File: src/rtl/regfile_scoreboard_bypass_pkg.sv
// Shared constants, helpers and types for the scoreboarded register file.
package regfile_pkg;

  localparam int DEF_DATA_W   = 8;
  localparam int DEF_NUM_REGS = 8;
  localparam int DEF_ADDR_W   = $clog2(DEF_NUM_REGS);

  function automatic int addr_w(input int n);
    return $clog2(n);
  endfunction

  function automatic int cnt_w(input int n);
    return $clog2(n + 1);
  endfunction

  typedef logic [DEF_ADDR_W-1:0] reg_addr_t;

  localparam reg_addr_t ZERO_ADDR = '0;

endpackage

File: src/rtl/regfile_scoreboard_bypass_if.sv
// Decode/write-back side bundle of the scoreboarded register file.
interface regfile_scoreboard_bypass_if #(
  parameter int DATA_W   = regfile_pkg::DEF_DATA_W,
  parameter int NUM_REGS = regfile_pkg::DEF_NUM_REGS,
  parameter int NUM_RD   = 2
);
  localparam int ADDR_W = regfile_pkg::addr_w(NUM_REGS);
  localparam int CNT_W  = regfile_pkg::cnt_w(NUM_REGS);

  logic [NUM_RD*ADDR_W-1:0] rd_addr;
  logic [NUM_RD*DATA_W-1:0] rd_data;
  logic [NUM_RD-1:0]        rd_busy;
  logic                     wr_en;
  logic [ADDR_W-1:0]        wr_addr;
  logic [DATA_W-1:0]        wr_data;
  logic                     issue_en;
  logic [ADDR_W-1:0]        issue_addr;
  logic                     flush;
  logic [CNT_W-1:0]         busy_count;

  modport master (
    output rd_addr, wr_en, wr_addr, wr_data,
    output issue_en, issue_addr, flush,
    input  rd_data, rd_busy, busy_count
  );

  modport slave (
    input  rd_addr, wr_en, wr_addr, wr_data,
    input  issue_en, issue_addr, flush,
    output rd_data, rd_busy, busy_count
  );
endinterface

File: src/rtl/regfile_scoreboard_bypass_scoreboard.sv
// Busy scoreboard: issue sets, write-back clears, flush wipes;
// keeps an incremental busy count.
module regfile_scoreboard
  import regfile_pkg::*;
#(
  parameter  int NUM_REGS = DEF_NUM_REGS,
  parameter  int NUM_RD   = 2,
  parameter  bit ZERO_REG = 1'b1,
  localparam int ADDR_W   = addr_w(NUM_REGS),
  localparam int CNT_W    = cnt_w(NUM_REGS)
) (
  input  logic                     clk,
  input  logic                     rst,
  input  logic [NUM_RD*ADDR_W-1:0] rd_addr,
  input  logic [NUM_RD-1:0]        byp_hit,
  input  logic                     wr_en,
  input  logic [ADDR_W-1:0]        wr_addr,
  input  logic                     issue_en,
  input  logic [ADDR_W-1:0]        issue_addr,
  input  logic                     flush,
  output logic [NUM_RD-1:0]        rd_busy,
  output logic [CNT_W-1:0]         busy_count
);

  localparam logic [NUM_REGS-1:0] ONE = NUM_REGS'(1);
  localparam logic [NUM_REGS-1:0] LIVE = ZERO_REG ? ~ONE : '1;

  logic [NUM_REGS-1:0] busy_q, busy_d;
  logic [NUM_REGS-1:0] set_vec, clr_vec;
  logic [CNT_W-1:0]    cnt_q, cnt_d;
  logic                set_new, clr_old;

  always_comb begin
    set_vec = '0;
    clr_vec = '0;
    if (issue_en && !flush) set_vec = (ONE << issue_addr) & LIVE;
    if (wr_en) clr_vec = ONE << wr_addr;
    // a same-register issue outranks its own write-back
    set_new = |(set_vec & ~busy_q);
    clr_old = |(clr_vec & busy_q & ~set_vec);
    if (flush) begin
      busy_d = '0;
      cnt_d  = '0;
    end else begin
      busy_d = (busy_q & ~clr_vec) | set_vec;
      cnt_d  = cnt_q + CNT_W'(set_new) - CNT_W'(clr_old);
    end
  end

  always_ff @(posedge clk) begin
    if (rst) begin
      busy_q <= '0;
      cnt_q  <= '0;
    end else begin
      busy_q <= busy_d;
      cnt_q  <= cnt_d;
    end
  end

  for (genvar i = 0; i < NUM_RD; i++) begin : g_busy
    assign rd_busy[i] =
      busy_q[rd_addr[i*ADDR_W +: ADDR_W]] & ~byp_hit[i];
  end

  assign busy_count = cnt_q;

  a_cnt_matches : assert property (
    @(posedge clk) disable iff (rst)
    cnt_q == CNT_W'($countones(busy_q))
  );

endmodule

File: src/rtl/regfile_scoreboard_bypass.sv
// Parametrised register file with write bypass and a busy scoreboard
// for RAW hazard detection at decode.
module regfile_scoreboard_bypass
  import regfile_pkg::*;
#(
  parameter int DATA_W   = DEF_DATA_W,
  parameter int NUM_REGS = DEF_NUM_REGS,
  parameter int NUM_RD   = 2,
  parameter bit ZERO_REG = 1'b1,
  parameter bit BYPASS   = 1'b1
) (
  input logic clk,
  input logic rst,
  regfile_scoreboard_bypass_if.slave bus
);

  localparam int ADDR_W = addr_w(NUM_REGS);
  localparam logic [ADDR_W-1:0] ZA = ADDR_W'(ZERO_ADDR);

  logic [NUM_REGS-1:0][DATA_W-1:0] mem_q, mem_d;
  logic [NUM_RD-1:0]               byp_hit;
  logic                            wr_ok;

  assign wr_ok = bus.wr_en && !(ZERO_REG && bus.wr_addr == ZA);

  always_comb begin
    mem_d = mem_q;
    if (wr_ok) mem_d[bus.wr_addr] = bus.wr_data;
  end

  always_ff @(posedge clk) begin
    if (rst) mem_q <= '0;
    else     mem_q <= mem_d;
  end

  for (genvar i = 0; i < NUM_RD; i++) begin : g_rd
    logic [ADDR_W-1:0] a;
    logic              zr;
    assign a  = bus.rd_addr[i*ADDR_W +: ADDR_W];
    assign zr = ZERO_REG && a == ZA;
    assign byp_hit[i] =
      BYPASS && bus.wr_en && bus.wr_addr == a && !zr;
    assign bus.rd_data[i*DATA_W +: DATA_W] =
      zr         ? '0 :
      byp_hit[i] ? bus.wr_data :
                   mem_q[a];
  end

  regfile_scoreboard #(
    .NUM_REGS (NUM_REGS),
    .NUM_RD   (NUM_RD),
    .ZERO_REG (ZERO_REG)
  ) u_sb (
    .clk        (clk),
    .rst        (rst),
    .rd_addr    (bus.rd_addr),
    .byp_hit    (byp_hit),
    .wr_en      (bus.wr_en),
    .wr_addr    (bus.wr_addr),
    .issue_en   (bus.issue_en),
    .issue_addr (bus.issue_addr),
    .flush      (bus.flush),
    .rd_busy    (bus.rd_busy),
    .busy_count (bus.busy_count)
  );

endmodule
File: src/flat_wrapper.sv
// flat-port wrapper written by rule: the top's interface ports become plain ports
module regfile_scoreboard_bypass_flat import regfile_pkg::*;
#(
  parameter int DATA_W   = DEF_DATA_W,
  parameter int NUM_REGS = DEF_NUM_REGS,
  parameter int NUM_RD   = 2,
  parameter bit ZERO_REG = 1'b1,
  parameter bit BYPASS   = 1'b1
)
  (clk, rst, bus_rd_addr, bus_wr_en, bus_wr_addr, bus_wr_data, bus_issue_en, bus_issue_addr, bus_flush, bus_rd_data, bus_rd_busy, bus_busy_count);
  regfile_scoreboard_bypass_if #(.DATA_W(DATA_W), .NUM_REGS(NUM_REGS), .NUM_RD(NUM_RD)) bus_i ();
  input logic clk;
  input logic rst;
  input wire logic [$bits(bus_i.rd_addr)-1:0] bus_rd_addr;
  input wire logic [$bits(bus_i.wr_en)-1:0] bus_wr_en;
  input wire logic [$bits(bus_i.wr_addr)-1:0] bus_wr_addr;
  input wire logic [$bits(bus_i.wr_data)-1:0] bus_wr_data;
  input wire logic [$bits(bus_i.issue_en)-1:0] bus_issue_en;
  input wire logic [$bits(bus_i.issue_addr)-1:0] bus_issue_addr;
  input wire logic [$bits(bus_i.flush)-1:0] bus_flush;
  output wire logic [$bits(bus_i.rd_data)-1:0] bus_rd_data;
  output wire logic [$bits(bus_i.rd_busy)-1:0] bus_rd_busy;
  output wire logic [$bits(bus_i.busy_count)-1:0] bus_busy_count;
  assign bus_i.rd_addr = bus_rd_addr;
  assign bus_i.wr_en = bus_wr_en;
  assign bus_i.wr_addr = bus_wr_addr;
  assign bus_i.wr_data = bus_wr_data;
  assign bus_i.issue_en = bus_issue_en;
  assign bus_i.issue_addr = bus_issue_addr;
  assign bus_i.flush = bus_flush;
  assign bus_rd_data = bus_i.rd_data;
  assign bus_rd_busy = bus_i.rd_busy;
  assign bus_busy_count = bus_i.busy_count;
  regfile_scoreboard_bypass #(.DATA_W(DATA_W), .NUM_REGS(NUM_REGS), .NUM_RD(NUM_RD), .ZERO_REG(ZERO_REG), .BYPASS(BYPASS)) u_core (.clk(clk), .rst(rst), .bus(bus_i));
endmodule
File: config.mk
export PLATFORM = sky130hd
export DESIGN_NAME = regfile_scoreboard_bypass_flat
export DESIGN_NICKNAME = d
export VERILOG_FILES = /design/src/rtl/regfile_scoreboard_bypass_pkg.sv /design/src/rtl/regfile_scoreboard_bypass_if.sv /design/src/rtl/regfile_scoreboard_bypass_scoreboard.sv /design/src/rtl/regfile_scoreboard_bypass.sv /design/src/flat_wrapper.sv
export SDC_FILE = /design/constraint.sdc
export NUM_CORES = 1
export LEC_CHECK = 0
export ABC_AREA = 0
export CORE_MARGIN = 1.5
export CORE_UTILIZATION = 40
export DETAILED_ROUTE_END_ITERATION = 8
export RECOVER_POWER = 100
export SETUP_SLACK_MARGIN = 0.5
export SYNTH_ARGS = -nofsm -noshare
export SYNTH_HDL_FRONTEND = slang
export SYNTH_SLANG_ARGS = --single-unit
export TNS_END_PERCENT = 5
File: constraint.sdc
create_clock -name clk -period 6.1 [get_ports clk]
set_clock_uncertainty 0.1 [all_clocks]
set_input_delay 1.83 -clock clk [delete_from_list [all_inputs] [get_ports clk]]
set_output_delay 1.83 -clock clk [all_outputs]
set_load 0.1 [all_outputs]
==> results.sh, run 1 <==
export IMPL_total_power_mw=1.15
export IMPL_crit_chain="dlygate4sd3_1 > xnor2_1 > nand4_2 > clkbuf_2 > nor2_1 > a211oi_1 > buf_12"
export IMPL_seq_area_frac_synth=0.352
export IMPL_violations="max-capacitance violations, max-slew violations"
export IMPL_yosys_warnings=0
export IMPL_hp_start="u_core.mem_q[49]"
export IMPL_ys_async_sr_fraction=0
export IMPL_ir_drop_v=0.000122
export IMPL_syn_area_mm2=0.00432
export IMPL_stdcell_area_mm2=0.00544
export IMPL_fmaxAchievable_mhz=175
export IMPL_hp_class="flop to flop"
export IMPL_crit_path_start_kind="input pin"
export IMPL_area_growth_pct=25.8
export IMPL_worstMarginPinSlew_ns=1.63
export IMPL_netlist_area_leader_share=0.352
export IMPL_routed_wire_length_per_instance_um=20.1
export IMPL_synth_cell_type_count=43
export IMPL_p_per_area_mw_per_mm2=212
export IMPL_syn_nets=511
export IMPL_final_setup_worst_slack_ns=0.378
export IMPL_holdPathEnd="u_core.mem_q[49]"
export IMPL_ys_top_cells_by_area="dfxtp_1 35%, mux4_2 19%, nand2_1 11%"
export IMPL_reg2reg_to="u_core.u_sb.busy_count[2]"
export IMPL_wl_mm=13.3
export IMPL_crit_slowest_cell="dlygate4sd3_1"
export IMPL_path_buf_inv=3
export IMPL_htree_num_levels=3
export IMPL_hpwlAfterDp_mm=8.82
export IMPL_cp_max_fo=17
export IMPL_yosysTopAreaCell="dfxtp_1"
export IMPL_antenna_left=0
export IMPL_rows=37
export IMPL_antenna_cells=0
export IMPL_vias=3783
export IMPL_syn_avg_cell_area_um2=8.99
export IMPL_cts_sinks=76
export IMPL_drive_gt1_frac=0.225
export IMPL_via_per_inst=5.72
export IMPL_grt_overflow_total=0
export IMPL_synthTopCellsByCount="122 x nand2_1, 76 x dfxtp_1, 65 x a21oi_1, 36 x mux4_2, 32 x nor2_1"
export IMPL_cts_root_buf="clkbuf_8"
export IMPL_rsz0062_at_grt="true"
export IMPL_clkTransAtPathRegs_ns=0.08
export IMPL_cts_tree="done"
export IMPL_p_leak_nw=1.92
export IMPL_grt_usage=0.242
export IMPL_antenna_found_initial=0
export IMPL_grt_max_degree=35
export IMPL_place_area_mm2=0.00519
export IMPL_status="complete, but fails checks"
export IMPL_finalCriticalPeriod_ns=5.72
export IMPL_whs_ns=0.373
export IMPL_holdPathStages=2
export IMPL_ys_ff_latch=76
export IMPL_endpoint_kind="primary output"
export IMPL_relSlewSlack=-0.0852
export IMPL_ys_flop_type="dfxtp_1"
export IMPL_drc=0
export IMPL_clk_latency_ns=0.37
export IMPL_crit_type="input pin to primary output"
export IMPL_drv_slew=69
export IMPL_place_congestion=0.862
export IMPL_setup_violations=0
export IMPL_worstPathRequired_ns=4.17
export IMPL_clockBufferDepth=2
export IMPL_die_w_um=107
export IMPL_slowest_delay_ns=0.61
export IMPL_start_util=0.415
export IMPL_numCtsBuffers=9
export IMPL_crit_family="buffers and inverters"
export IMPL_placeableCoreArea_mm2=0.0104
export IMPL_synth_edf_count=0
export IMPL_grt_pass1_wl_mm=20.5
export IMPL_die_y_um=107
export IMPL_io_pins=47
export IMPL_r2r_slack_ns=3.64
export IMPL_reg2reg_depth=11
export IMPL_nets=550
export IMPL_drt_iter0_markers=201
export IMPL_postCtsHoldBufs=0
export IMPL_grt_pass1_vias=3707
export IMPL_syn_inst=481
export IMPL_dieArea_mm2=0.0114
export IMPL_dp_slack_ns=0.450
export IMPL_port_buffer_count=46
export IMPL_drv_cap=2
export IMPL_period_share=0.938
export IMPL_reg2reg_from="u_core.u_sb.busy_q[7]"
export IMPL_tns_ns=0
export IMPL_drt_pass1_iterations=5
export IMPL_cp_arrival_ns=3.79
export IMPL_hold_violations=0
export IMPL_yosysMostFrequentCell="nand2_1"
-- worst max-delay path by stage --
stage | slack, ns | endpoint | cells past startpoint | from
6_report | 0.38 | bus_rd_data[11] | 7 | bus_wr_addr[2]
4_1_cts | 0.48 | bus_rd_data[10] | 8 | bus_rd_addr[3]
2_1_floorplan | 0.13 | bus_rd_data[0] | 6 | bus_rd_addr[0]
3_5_place_dp | 0.45 | bus_rd_data[9] | 6 | bus_rd_addr[3]
5_1_grt | 0.26 | bus_rd_data[14] | 6 | bus_wr_addr[2]
3_3_place_gp | 0.44 | bus_rd_data[9] | 6 | bus_rd_addr[3]
-- power breakdown --
part	leakage (nW)	total, mW	switching (mW)	internal, mW
Sequential	0.614	0.511	0.00671	0.504
Clock	0.0966	0.409	0.206	0.203
Combinational	1.21	0.233	0.144	0.0888
Total	1.92	1.15	0.357	0.797
-- layer usage --
| layer | up-vias | wire length [µm] | GRT usage |
|---|---|---|---|
| met2 | 164 | 6400 | 0.392 |
| met1 | 1823 | 5640 | 0.320 |
| met4 | 0 | 226 | 0.0752 |
| met3 | 18 | 1020 | 0.0584 |
| li1 | 1778 | - | - |
| met5 | - | 0 | 0 |
-- layout make-up --
type	count	area [µm²]
Timing Repair Buffer	71	857
Fill cell	951	4970
Clock buffer	10	138
Clock inverter	6	72.6
Sequential cell	76	1520
Inverter	5	18.8
Tap cell	136	170
Multi-Input combinational cell	357	2660
-- through the flow --
step | instances | utilization
5_1_grt | 661 | 0.522
3_3_place_gp | 641 | 0.498
3_5_place_dp | 641 | 0.498
6_report | 661 | 0.522
2_1_floorplan | 481 | -
4_1_cts | 657 | 0.519
-- timing repair --
action	4_1_cts	5_1_grt
hold endpoints to repair	0	0
pin swaps	0	4
gates cloned	0	1
setup endpoints to repair	3	17
gates resized for setup	2	5
buffers inserted	0	3
-- cell families (layout without fill, tap and decap cells) --
family / Yosys count / in the layout / synth area share
xor gates and xnor gates: 9 / 9 / 0.0182
buffers and inverters: 48 / 92 / 0.0527
muxes: 55 / 55 / 0.231
DFF: 76 / 76 / 0.352
adders and majority gates: 5 / 5 / 0.0162
AOI/OAI and AO/OA: 90 / 90 / 0.122
and+or+nand+nor: 198 / 198 / 0.207
-- flip-flops by register name, summed over array words and instances (netlist names) --
register,flops
u_core.mem_q,64
u_core.u_sb.busy_count,4
u_core.u_sb.busy_q,8
-- tightest hold or removal path, cell delays in order, from the launching register on --
cell and delay (ns):
dfxtp_1 0.32, nand2_1 0.06, a21oi_1 0.05
-- placed cells by master, fill, tap and decap left out, drive strengths merged, types with 2 or more instances in the layout --
cell type / synthesis / final
mux4: 36 / 36
nor2b: 11 / 11
nor2: 32 / 32
or3b: 2 / 2
dlymetal6s2s: 0 / 2
nand2: 122 / 122
dlygate4sd3: 0 / 5
ha: 4 / 4
nor4bb: 3 / 3
and2: 3 / 3
xor2: 2 / 2
clkdlybuf4s50: 0 / 20
a211oi: 17 / 17
nor3: 6 / 6
a21oi: 65 / 65
inv: 5 / 6
or2: 2 / 2
clkbuf: 22 / 17
dfxtp: 76 / 76
and4b: 2 / 2
clkinvlp: 0 / 3
xnor2: 7 / 7
buf: 21 / 37
nand4: 3 / 3
nand3: 6 / 6
mux2i: 19 / 19
Note: power is estimated with default switching activity, not from simulation.
==> run 2, diff against run 1 <==
--- a/config.mk
+++ b/config.mk
@@ -11,6 +11,7 @@
 export DETAILED_ROUTE_END_ITERATION = 8
 export RECOVER_POWER = 100
 export SETUP_SLACK_MARGIN = 0.5
+export SLEW_MARGIN = 20
 export SYNTH_ARGS = -nofsm -noshare
 export SYNTH_HDL_FRONTEND = slang
 export SYNTH_SLANG_ARGS = --single-unit
==> results of run 2 <==
Final layout, timing and power as in run 1 (identical DEF).
==> run 3, diff against run 2 <==
==> constraint.sdc (replaced) <==
create_clock -name clk -period 6.72 [get_ports clk]
set_clock_uncertainty 0.1 [all_clocks]
set_input_delay 2.016 -clock clk [delete_from_list [all_inputs] [get_ports clk]]
set_output_delay 2.016 -clock clk [all_outputs]
set_load 0.1 [all_outputs]
==> results.sh, run 3 (synthesis gave the netlist of run 1 again) <==
export IMPL_p_per_area_mw_per_mm2=193
export IMPL_layout_cells_non_filler=656
export IMPL_reg2reg_to="u_core.u_sb.busy_count[3]"
export IMPL_place_congestion=0.835
export IMPL_p_leak_nw=1.88
export IMPL_wl_mm=12.6
export IMPL_total_power_mw=1.03
export IMPL_regArea_mm2=0.00152
export IMPL_grt_overflow_total=0
export IMPL_period_share=0.950
export IMPL_worstPathRequired_ns=4.60
export IMPL_worstMarginPinSlew_ns=3.03
export IMPL_dp_slack_ns=0.499
export IMPL_drt_pass1_iterations=7
export IMPL_worstSetupEndpoint="bus_rd_data[1]"
export IMPL_clk_latency_ns=0.35
export IMPL_rsz0062_at_grt="true"
export IMPL_violations="max-capacitance violations, max-slew violations"
export IMPL_cp_arrival_ns=4.27
export IMPL_hold_violations=0
export IMPL_r2r_slack_ns=4.26
export IMPL_fin_util=0.514
export IMPL_dieArea_mm2=0.0114
export IMPL_final_setup_worst_slack_ns=0.337
export IMPL_status="complete, but fails checks"
export IMPL_hp_class="flop to flop"
export IMPL_fmaxAchievable_mhz=157
export IMPL_clkTransAtPathRegs_ns=0.08
export IMPL_htree_num_levels=3
export IMPL_fillers=983
export IMPL_rows=37
export IMPL_die_w_um=107
export IMPL_slowest_delay_ns=0.79
export IMPL_port_buffer_count=46
export IMPL_final_cell_mix="122 x nand2_1, 76 x dfxtp_1, 65 x a21oi_1"
export IMPL_antenna_left=0
export IMPL_dp_cells=640
export IMPL_crit_slowest_cell="nor3_1"
export IMPL_area_growth_pct=23.8
export IMPL_finalCriticalPeriod_ns=6.38
export IMPL_hpwlAfterDp_mm=8.68
export IMPL_nets=545
export IMPL_die_y_um=107
export IMPL_whs_ns=0.371
export IMPL_numCtsBuffers=9
export IMPL_antenna_cells=0
export IMPL_setup_violations=0
export IMPL_postCtsHoldBufs=0
export IMPL_endpoint_kind="primary output"
export IMPL_tns_ns=0
export IMPL_drt_iter0_markers=229
export IMPL_ir_drop_v=0.000105
export IMPL_relSlewSlack=-1.02
export IMPL_clockBufferDepth=2
export IMPL_crit_chain="dlygate4sd3_1 > buf_6 > nor3_1 > buf_4 > a211oi_2 > buf_12"
export IMPL_path_buf_inv=4
export IMPL_worstSetupPathDepth=6
export IMPL_final_common_cell="nand2_1"
export IMPL_placeableCoreArea_mm2=0.0104
export IMPL_reg2reg_depth=11
export IMPL_routed_wire_length_per_instance_um=19.2
export IMPL_multi_input_area_mm2=0.00265
export IMPL_cts_root_buf="clkbuf_8"
export IMPL_postCtsSetupBuffers=0
export IMPL_crit_type="input pin to primary output"
export IMPL_stdcell_area_mm2=0.00536
export IMPL_antenna_found_initial=0
export IMPL_start_util=0.415
export IMPL_crit_path_start_kind="input pin"
export IMPL_drv_slew=67
export IMPL_grt_max_degree=67
export IMPL_regMostFlops="u_core.mem_q"
export IMPL_drv_cap=1
export IMPL_cp_startpoint="bus_rd_addr[0]"
export IMPL_grt_pass1_vias=3659
export IMPL_io_pins=47
export IMPL_via_per_inst=5.83
export IMPL_crit_family="buffers and inverters"
export IMPL_cts_sinks=76
export IMPL_vias=3825
export IMPL_cts_tree="done"
export IMPL_drc=0
export IMPL_cp_max_fo=10
export IMPL_largest_reg_flops=64
export IMPL_reg2reg_from="u_core.u_sb.busy_q[7]"
export IMPL_drive_gt1_frac=0.208
export IMPL_grt_usage=0.231
export IMPL_place_area_mm2=0.00517
export IMPL_grt_pass1_wl_mm=19.9
==> run 3: final cells by class <==
type,count,share of cell area
clock inverters,4,0.00888
clock buffers,12,0.0290
repair buffers,66,0.147
flip-flops and latches,76,0.284
inverters,5,0.00350
well taps,136,0.0318
multi-input cells,357,0.495
==> run 3: where the power goes <==
| group | switching (mW) | total [mW] | internal [mW] |
|---|---|---|---|
| logic | 0.129 | 0.206 | 0.0772 |
| registers | 0.00593 | 0.464 | 0.458 |
| clock network | 0.174 | 0.365 | 0.191 |
==> run 3: timing repair <==
item	CTS	global route
resized for setup	1	3
endpoints found under the setup margin	1	11
pin swaps	0	0
==> run 3: worst min-delay path, cell delays in order, from the launching register on <==
cell	delay (ns)
dfxtp_1	0.32
nand2_1	0.05
a21oi_1	0.05
==> run 3: worst min path at each step <==
stage / startpoint / endpoint / slack (ns) / depth (start not counted)
after floorplan: u_core.u_sb.busy_q[0] / u_core.u_sb.busy_q[0] / 0.33 / 2
after global placement: u_core.mem_q[33] / u_core.mem_q[33] / 0.35 / 2
after detailed placement: u_core.mem_q[33] / u_core.mem_q[33] / 0.36 / 2
after CTS: u_core.mem_q[57] / u_core.mem_q[57] / 0.37 / 2
after global routing: u_core.mem_q[13] / u_core.mem_q[13] / 0.39 / 2
final: u_core.mem_q[56] / u_core.mem_q[56] / 0.37 / 2
==> run 3: per-layer routing <==
metal,share of wire,wire length [µm],GRT usage,up-vias
met4,0.028,356,0.0990,0
met5,0,0,0,-
li1,-,-,-,1766
met3,0.074,931,0.0347,26
met2,0.48,6080,0.368,178
met1,0.42,5240,0.313,1855
